### config.mk
export PLATFORM = sky130hd
export DESIGN_NAME = rob_multi_commit
export DESIGN_NICKNAME = d
export VERILOG_FILES = /design/src/rtl/rob_pkg.sv /design/src/rtl/rob_commit_select.sv /design/src/rtl/rob_multi_commit.sv
export SDC_FILE = /design/constraint.sdc
export NUM_CORES = 2
export LEC_CHECK = 0
export CAP_MARGIN = 5
export CORE_UTILIZATION = 45
export DETAILED_ROUTE_END_ITERATION = 12
export PLACE_DENSITY = 0.62
export SETUP_SLACK_MARGIN = 0.05
export SKIP_LAST_GASP = 1
export SYNTH_ARGS = -nofsm -noshare
export SYNTH_HDL_FRONTEND = slang
export SYNTH_HIERARCHICAL = 1
export SYNTH_SLANG_ARGS = --single-unit
### constraint.sdc
create_clock -name clk_in -period 18.5 [get_ports clk_in]
set_clock_uncertainty 0.2 [all_clocks]
set_input_delay 4.625 -clock clk_in [delete_from_list [all_inputs] [get_ports clk_in]]
set_output_delay 4.625 -clock clk_in [all_outputs]
set_load 0.02 [all_outputs]
### src/rtl/rob_pkg.sv
// rob_pkg
// Definitions shared by the reorder buffer and its commit selector.
//   op_t    : op class the dispatcher tags each entry with
//   XLEN    : width of pc and result fields
//   REG_W   : width of an architectural register number
//   TYPE_W  : width of the op class field
package rob_pkg;

    localparam int XLEN   = 32;
    localparam int REG_W  = 5;
    localparam int TYPE_W = 3;

    typedef enum logic [TYPE_W-1:0] {
        EMPTY  = 3'd0,
        REG    = 3'd1,
        BRANCH = 3'd2,
        JALR   = 3'd3,
        STORE  = 3'd4
    } op_t;

endpackage

### src/rtl/rob_commit_select.sv
// rob_commit_select
// Combinational choice of which entries retire this cycle, in order from head.
//   head    : ROB index of the oldest entry
//   busy    : per-entry allocated flag
//   ready   : per-entry result-known flag
//   types   : per-entry op class, flattened TYPE_W bits per entry
//   retire  : per-slot retire mask; slot k refers to entry head+k
module rob_commit_select
    import rob_pkg::*;
#(
    parameter int ROB_W    = 3,
    parameter int COMMIT_W = 2
) (
    input  logic [ROB_W-1:0]               head,
    input  logic [(1<<ROB_W)-1:0]          busy,
    input  logic [(1<<ROB_W)-1:0]          ready,
    input  logic [(1<<ROB_W)*TYPE_W-1:0]   types,
    output logic [COMMIT_W-1:0]            retire
);

    logic             chain;
    logic [ROB_W-1:0] idx;
    op_t              slot_type;

    // The mask is contiguous from slot 0: once a slot cannot retire, or it
    // retires anything with side effects beyond a register write, the group
    // stops so branches, jumps and stores are always alone at the head.
    always_comb begin
        retire    = '0;
        chain     = 1'b1;
        idx       = '0;
        slot_type = EMPTY;
        for (int k = 0; k < COMMIT_W; k++) begin
            idx       = head + ROB_W'(k);
            slot_type = op_t'(types[idx*TYPE_W +: TYPE_W]);
            if (chain && busy[idx] && ready[idx] && (k == 0 || slot_type == REG)) begin
                retire[k] = 1'b1;
                if (slot_type != REG) begin
                    chain = 1'b0;
                end
            end else begin
                chain = 1'b0;
            end
        end
    end

endmodule

### src/rtl/rob_multi_commit.sv
// rob_multi_commit
// Reorder buffer with CDB_N writeback ports and up to COMMIT_W in-order retirements per cycle.
//   clk_in, rst_in, rdy_in       : clock, synchronous active-high reset, global stall (0 = hold)
//   alloc_*                      : dispatcher allocation request; alloc_idx/full report tail and fullness
//   cdb_en/cdb_idx/cdb_data      : flattened writeback ports
//   rf_en/rf_reg/rf_idx/rf_data  : flattened per-slot register file commit
//   store_commit_en/_idx         : head store released to the LSB
//   bp_en/bp_pc/bp_taken         : resolved branch outcome to the predictor
//   redirect_en/redirect_pc      : fetch redirection on mispredict or JALR
//   flush                        : one-cycle pipeline-wide clear
module rob_multi_commit
    import rob_pkg::*;
#(
    parameter int ROB_W    = 3,
    parameter int CDB_N    = 2,
    parameter int COMMIT_W = 2
) (
    input  logic                      clk_in,
    input  logic                      rst_in,
    input  logic                      rdy_in,
    input  logic                      alloc_en,
    input  logic [TYPE_W-1:0]         alloc_type,
    input  logic [REG_W-1:0]          alloc_rd,
    input  logic [XLEN-1:0]           alloc_pc,
    input  logic [XLEN-1:0]           alloc_alt_pc,
    input  logic                      alloc_pred,
    input  logic                      alloc_ready,
    input  logic [XLEN-1:0]           alloc_data,
    output logic [ROB_W-1:0]          alloc_idx,
    output logic                      full,
    input  logic [CDB_N-1:0]          cdb_en,
    input  logic [CDB_N*ROB_W-1:0]    cdb_idx,
    input  logic [CDB_N*XLEN-1:0]     cdb_data,
    output logic [COMMIT_W-1:0]       rf_en,
    output logic [COMMIT_W*REG_W-1:0] rf_reg,
    output logic [COMMIT_W*ROB_W-1:0] rf_idx,
    output logic [COMMIT_W*XLEN-1:0]  rf_data,
    output logic                      store_commit_en,
    output logic [ROB_W-1:0]          store_commit_idx,
    output logic                      bp_en,
    output logic [XLEN-1:0]           bp_pc,
    output logic                      bp_taken,
    output logic                      redirect_en,
    output logic [XLEN-1:0]           redirect_pc,
    output logic                      flush
);

    localparam int ROB_SIZE = 1 << ROB_W;
    localparam int CNT_W    = ROB_W + 1;

    logic [ROB_W-1:0]         head;
    logic [ROB_W-1:0]         tail;
    logic [CNT_W-1:0]         count;
    logic [ROB_SIZE-1:0]      busy;
    logic [ROB_SIZE-1:0]      ready;

    op_t                      entry_type   [ROB_SIZE];
    logic [REG_W-1:0]         entry_rd     [ROB_SIZE];
    logic [XLEN-1:0]          entry_pc     [ROB_SIZE];
    logic [XLEN-1:0]          entry_alt_pc [ROB_SIZE];
    logic [XLEN-1:0]          entry_data   [ROB_SIZE];
    logic [ROB_SIZE-1:0]      entry_pred;

    logic [ROB_SIZE*TYPE_W-1:0] type_flat;
    logic [COMMIT_W-1:0]        retire;
    logic [ROB_W-1:0]           slot_idx [COMMIT_W];
    logic [ROB_W-1:0]           cdb_tgt  [CDB_N];
    logic [CNT_W-1:0]           retire_cnt;
    logic                       alloc_ok;

    assign alloc_idx = tail;
    // Fullness comes from the registered count, so a slot freed by this
    // cycle's commit cannot be reused until the next cycle.
    assign full      = (count == CNT_W'(ROB_SIZE));
    assign alloc_ok  = alloc_en && !full && !flush;

    always_comb begin
        type_flat = '0;
        for (int i = 0; i < ROB_SIZE; i++) begin
            type_flat[i*TYPE_W +: TYPE_W] = entry_type[i];
        end
    end

    always_comb begin
        retire_cnt = '0;
        for (int k = 0; k < COMMIT_W; k++) begin
            slot_idx[k] = head + ROB_W'(k);
            retire_cnt  = retire_cnt + CNT_W'(retire[k]);
        end
    end

    always_comb begin
        for (int p = 0; p < CDB_N; p++) begin
            cdb_tgt[p] = cdb_idx[p*ROB_W +: ROB_W];
        end
    end

    rob_commit_select #(
        .ROB_W    (ROB_W),
        .COMMIT_W (COMMIT_W)
    ) u_select (
        .head   (head),
        .busy   (busy),
        .ready  (ready),
        .types  (type_flat),
        .retire (retire)
    );

    // Entry payload needs no reset: busy/ready gate every read of it.
    // A CDB write only lands on a busy entry, so it never collides with the
    // allocation at tail.
    always_ff @(posedge clk_in) begin
        if (!rst_in && rdy_in && !flush) begin
            for (int p = 0; p < CDB_N; p++) begin
                if (cdb_en[p] && busy[cdb_tgt[p]]) begin
                    entry_data[cdb_tgt[p]] <= cdb_data[p*XLEN +: XLEN];
                end
            end
            if (alloc_ok) begin
                entry_type[tail]   <= op_t'(alloc_type);
                entry_rd[tail]     <= alloc_rd;
                entry_pc[tail]     <= alloc_pc;
                entry_alt_pc[tail] <= alloc_alt_pc;
                entry_pred[tail]   <= alloc_pred;
                entry_data[tail]   <= alloc_data;
            end
        end
    end

    // Control state and registered commit outputs. The cycle in which flush
    // is high performs the clear itself; strobes drop and data outputs hold.
    always_ff @(posedge clk_in) begin
        if (rst_in) begin
            head             <= '0;
            tail             <= '0;
            count            <= '0;
            busy             <= '0;
            ready            <= '0;
            rf_en            <= '0;
            rf_reg           <= '0;
            rf_idx           <= '0;
            rf_data          <= '0;
            store_commit_en  <= 1'b0;
            store_commit_idx <= '0;
            bp_en            <= 1'b0;
            bp_pc            <= '0;
            bp_taken         <= 1'b0;
            redirect_en      <= 1'b0;
            redirect_pc      <= '0;
            flush            <= 1'b0;
        end else if (rdy_in) begin
            rf_en           <= '0;
            store_commit_en <= 1'b0;
            bp_en           <= 1'b0;
            redirect_en     <= 1'b0;
            flush           <= 1'b0;
            if (flush) begin
                head  <= '0;
                tail  <= '0;
                count <= '0;
                busy  <= '0;
                ready <= '0;
            end else begin
                for (int p = 0; p < CDB_N; p++) begin
                    if (cdb_en[p] && busy[cdb_tgt[p]]) begin
                        ready[cdb_tgt[p]] <= 1'b1;
                    end
                end
                for (int k = 0; k < COMMIT_W; k++) begin
                    if (retire[k]) begin
                        busy[slot_idx[k]]              <= 1'b0;
                        ready[slot_idx[k]]             <= 1'b0;
                        rf_reg[k*REG_W +: REG_W]       <= entry_rd[slot_idx[k]];
                        rf_idx[k*ROB_W +: ROB_W]       <= slot_idx[k];
                        case (entry_type[slot_idx[k]])
                            JALR: begin
                                rf_en[k]                 <= (entry_rd[slot_idx[k]] != '0);
                                rf_data[k*XLEN +: XLEN]  <= entry_pc[slot_idx[k]] + XLEN'(4);
                                redirect_en              <= 1'b1;
                                redirect_pc              <= {entry_data[slot_idx[k]][XLEN-1:1], 1'b0};
                                flush                    <= 1'b1;
                            end
                            BRANCH: begin
                                bp_en    <= 1'b1;
                                bp_pc    <= entry_pc[slot_idx[k]];
                                bp_taken <= entry_data[slot_idx[k]][0];
                                if (entry_data[slot_idx[k]][0] != entry_pred[slot_idx[k]]) begin
                                    redirect_en <= 1'b1;
                                    redirect_pc <= entry_alt_pc[slot_idx[k]];
                                    flush       <= 1'b1;
                                end
                            end
                            STORE: begin
                                store_commit_en  <= 1'b1;
                                store_commit_idx <= slot_idx[k];
                            end
                            default: begin
                                rf_en[k]                <= (entry_rd[slot_idx[k]] != '0);
                                rf_data[k*XLEN +: XLEN] <= entry_data[slot_idx[k]];
                            end
                        endcase
                    end
                end
                if (alloc_ok) begin
                    busy[tail]  <= 1'b1;
                    ready[tail] <= alloc_ready;
                    tail        <= tail + 1'b1;
                end
                head  <= head + retire_cnt[ROB_W-1:0];
                count <= count + CNT_W'(alloc_ok) - retire_cnt;
            end
        end
    end

endmodule
==> metrics.txt <==
Cells after Synth=3943; DPL Wire Length=approximately 120000 microns; syn avg cell area=13.7 sq um; Post-synth EDFFs=840; worst reg2reg setup slack=12.58 ns; Crit. End Element=register; Post-route DRC=0; Final Hold Viols=0; DR vias=37500; pwr dens=81.2 nW/um^2; first-pass GRT wire length=264000 microns; port bufs=339; antenna violations before repair=33; Critical Path Most Common Cell=buf_4; DR iter-0 viols=roughly 4400; dominant cells by area after synthesis=edfxtp_1 47%, mux4_2 17%, mux2i_1 9.0%; Synth Register Bits=1022; clock slew at reported path FFs=0.06 ns; Post-synth top cells=840 x edfxtp_1, 485 x mux2i_1, 419 x nand2_1, 408 x mux4_2, 313 x o21ai_0; GP Congestion=0.908; layout net count=around 4300; Worst Path Max Fanout=between 70 and 80; net count after synthesis=4140; Total GRT Usage=0.302; Critical Path Max Stage Delay=around 0.97 ns; post-detailed-routing wire length=186000 microns; RSZ-0062 raised after global routing=false; Die W=roughly 350 microns; Crit Path Class=in -> reg; post-synth top area share=0.467; Hold Crit Class=reg -> reg; crit share post-route=0.497; Row Count=126; Setup-failing EPs final=0; Slew Limit Headroom=0.0299; worst hold slack=approximately 0.26 ns; delay-heaviest family, CP=buffers and inverters; Worst EP required=18.73 ns; status=finished clean; leakage=0.0184 uW; maximum VDD drop=0.0680 mV; Ys Warns=6; # H-tree levels=3; max_cap viols=0; first drt pass iteration count=5; ys flop type=edfxtp_1; CP Buf/Inv Count=5; FFs w/ async S/R, synth=0; die height=348 microns; number of I/O pins=340; PostCTS Resize Cnt=0; Skew-Pair Late Insertion Delay=0.71 ns; CTS tree=built; Unique masters post-synth=95; clock root buffer=clkbuf_16; Tmin final=9.19 ns; largest net degree at the start of global routing=95; Max Freq=0.109 GHz; type of element launching the critical path=input pin; hold buffer count at cts=0; worst-margin pin slew=between 1 and 1.5 ns; Clock Sinks=1022; Max Slew Vio Count=0; clock tree buffer depth=3; postcts setup bufs=0; count leader, synth=edfxtp_1; Routed WL per cell=about 32 microns; Antenna Nets Post-Route=0; crit path cell chain=clkdlybuf4s50_1 > nor2b_4 > buf_4 > nand2_1 > nor3_1 > nand2_1 > inv_6 > buf_4 > buf_4 > o21ai_0; Worst path slowest cell=buf_4; Mapped Area=54000 sq um; fill count=9900; die footprint=121000 sq um; vias in the first global route=between 30000 and 40000; sequential area share after synthesis=0.535; Vias/cell=6.48; Data arrival, critical path=around 9.4 ns; grt total ovfl=0; TNS Setup=0 ns; Starting Density=0.456; registers with the most flip-flops=entry_alt_pc (256), entry_data (256), entry_pc (256); area delta synth->final=15.0%; core area=119000 sq um; TritonCTS Buffers=110; Yosys top cell by area=edfxtp_1; share of post-route cells with drive strength above 1=0.195
## report_power, final
| part | internal, uW | total, uW | switching (uW) |
|---|---|---|---|
| clock | 1260 | 2210 | 957 |
| combinational | 116 | 299 | 184 |
| sequential | 2510 | 2530 | 16.8 |
## worst paths after layout
check                                 from  cells past startpoint                end
worst max-delay path                rdy_in                     10  entry_data[4][10]
worst min-delay path            rf_data[3]                      2         rf_data[3]
worst max register to register     head[1]                      9    redirect_pc[17]
worst min register to register  rf_data[3]                      2         rf_data[3]
## layout by cell type (no fill, tap or decap), types with 18 or more instances in the layout
cell type,count
edfxtp_1,840
mux2i_1,484
nand2_1,419
mux4_2,408
clkdlybuf4s50_1,338
o21ai_0,312
dfxtp_1,178
a21oi_1,114
clkbuf_16,113
nor2_1,98
buf_4,90
nand3_1,64
nor3_1,57
o221a_2,57
o22ai_1,38
a22oi_1,34
xor2_1,33
clkinv_2,27
a211oi_1,25
o221ai_1,21
clkbuf_1,20
inv_1,18
nand4_1,18
clkinv_1,18
## per-stage QoR
| step | util | setup slack (ns) | instances | power, uW | cell area, sq um |
|---|---|---|---|---|---|
| after floorplan | - | 9.13 | 3943 | 2730 | 54000 |
| after global placement | 0.493 | 8.84 | 5565 | 2870 | 58500 |
| after detailed placement | 0.493 | 8.61 | 5565 | 2870 | 58500 |
| after CTS | 0.523 | 9.38 | 5772 | 5050 | 62000 |
| after global routing | 0.524 | 9.14 | 5785 | 5160 | 62100 |
| final | 0.524 | 9.31 | 5790 | 5040 | 62100 |
## area by class of cell
class	instances	area, sq um	area share
multi-input cells	2485	23300	0.375
repair buffers	433	4150	0.0668
inverters	26	125	0.00201
clock inverters	64	539	0.00868
well taps	1600	2000	0.0322
clock buffers	143	3040	0.0490
diodes	17	42.5	0.000685
flip-flops and latches	1022	28900	0.465
## worst register-to-register path, delay by kind of cell (launching register included)
kind | cells | cell delay [ns]
buffers and inverters | 3 | 1.90
AND/OR/NAND/NOR | 2 | 1.03
flip-flops | 1 | 0.89
AO/OA/AOI/OAI | 2 | 0.76
adder cells (fa/ha/maj) | 1 | 0.66
multiplexers | 1 | 0.43
## metal layers
| layer | vias to the layer above | part of all wire | track usage |
|---|---|---|---|
| met1 | 19200 | 0.38 | 0.396 |
| met5 | - | 0.00081 | 0 |
| met3 | 381 | 0.11 | 0.0846 |
| li1 | 15900 | - | - |
| met2 | 2081 | 0.47 | 0.479 |
| met4 | 24 | 0.037 | 0.112 |
## cell families after synthesis
group | after synthesis | share of synthesized area
flip-flops | 1022 | 0.535
multiplexers | 906 | 0.263
AND/OR/NAND/NOR | 791 | 0.0673
AO/OA/AOI/OAI | 720 | 0.0857
buffers and inverters | 436 | 0.0371
XOR/XNOR | 53 | 0.00894
adder cells (fa/ha/maj) | 15 | 0.00375
(Power assumes the default switching activity.)
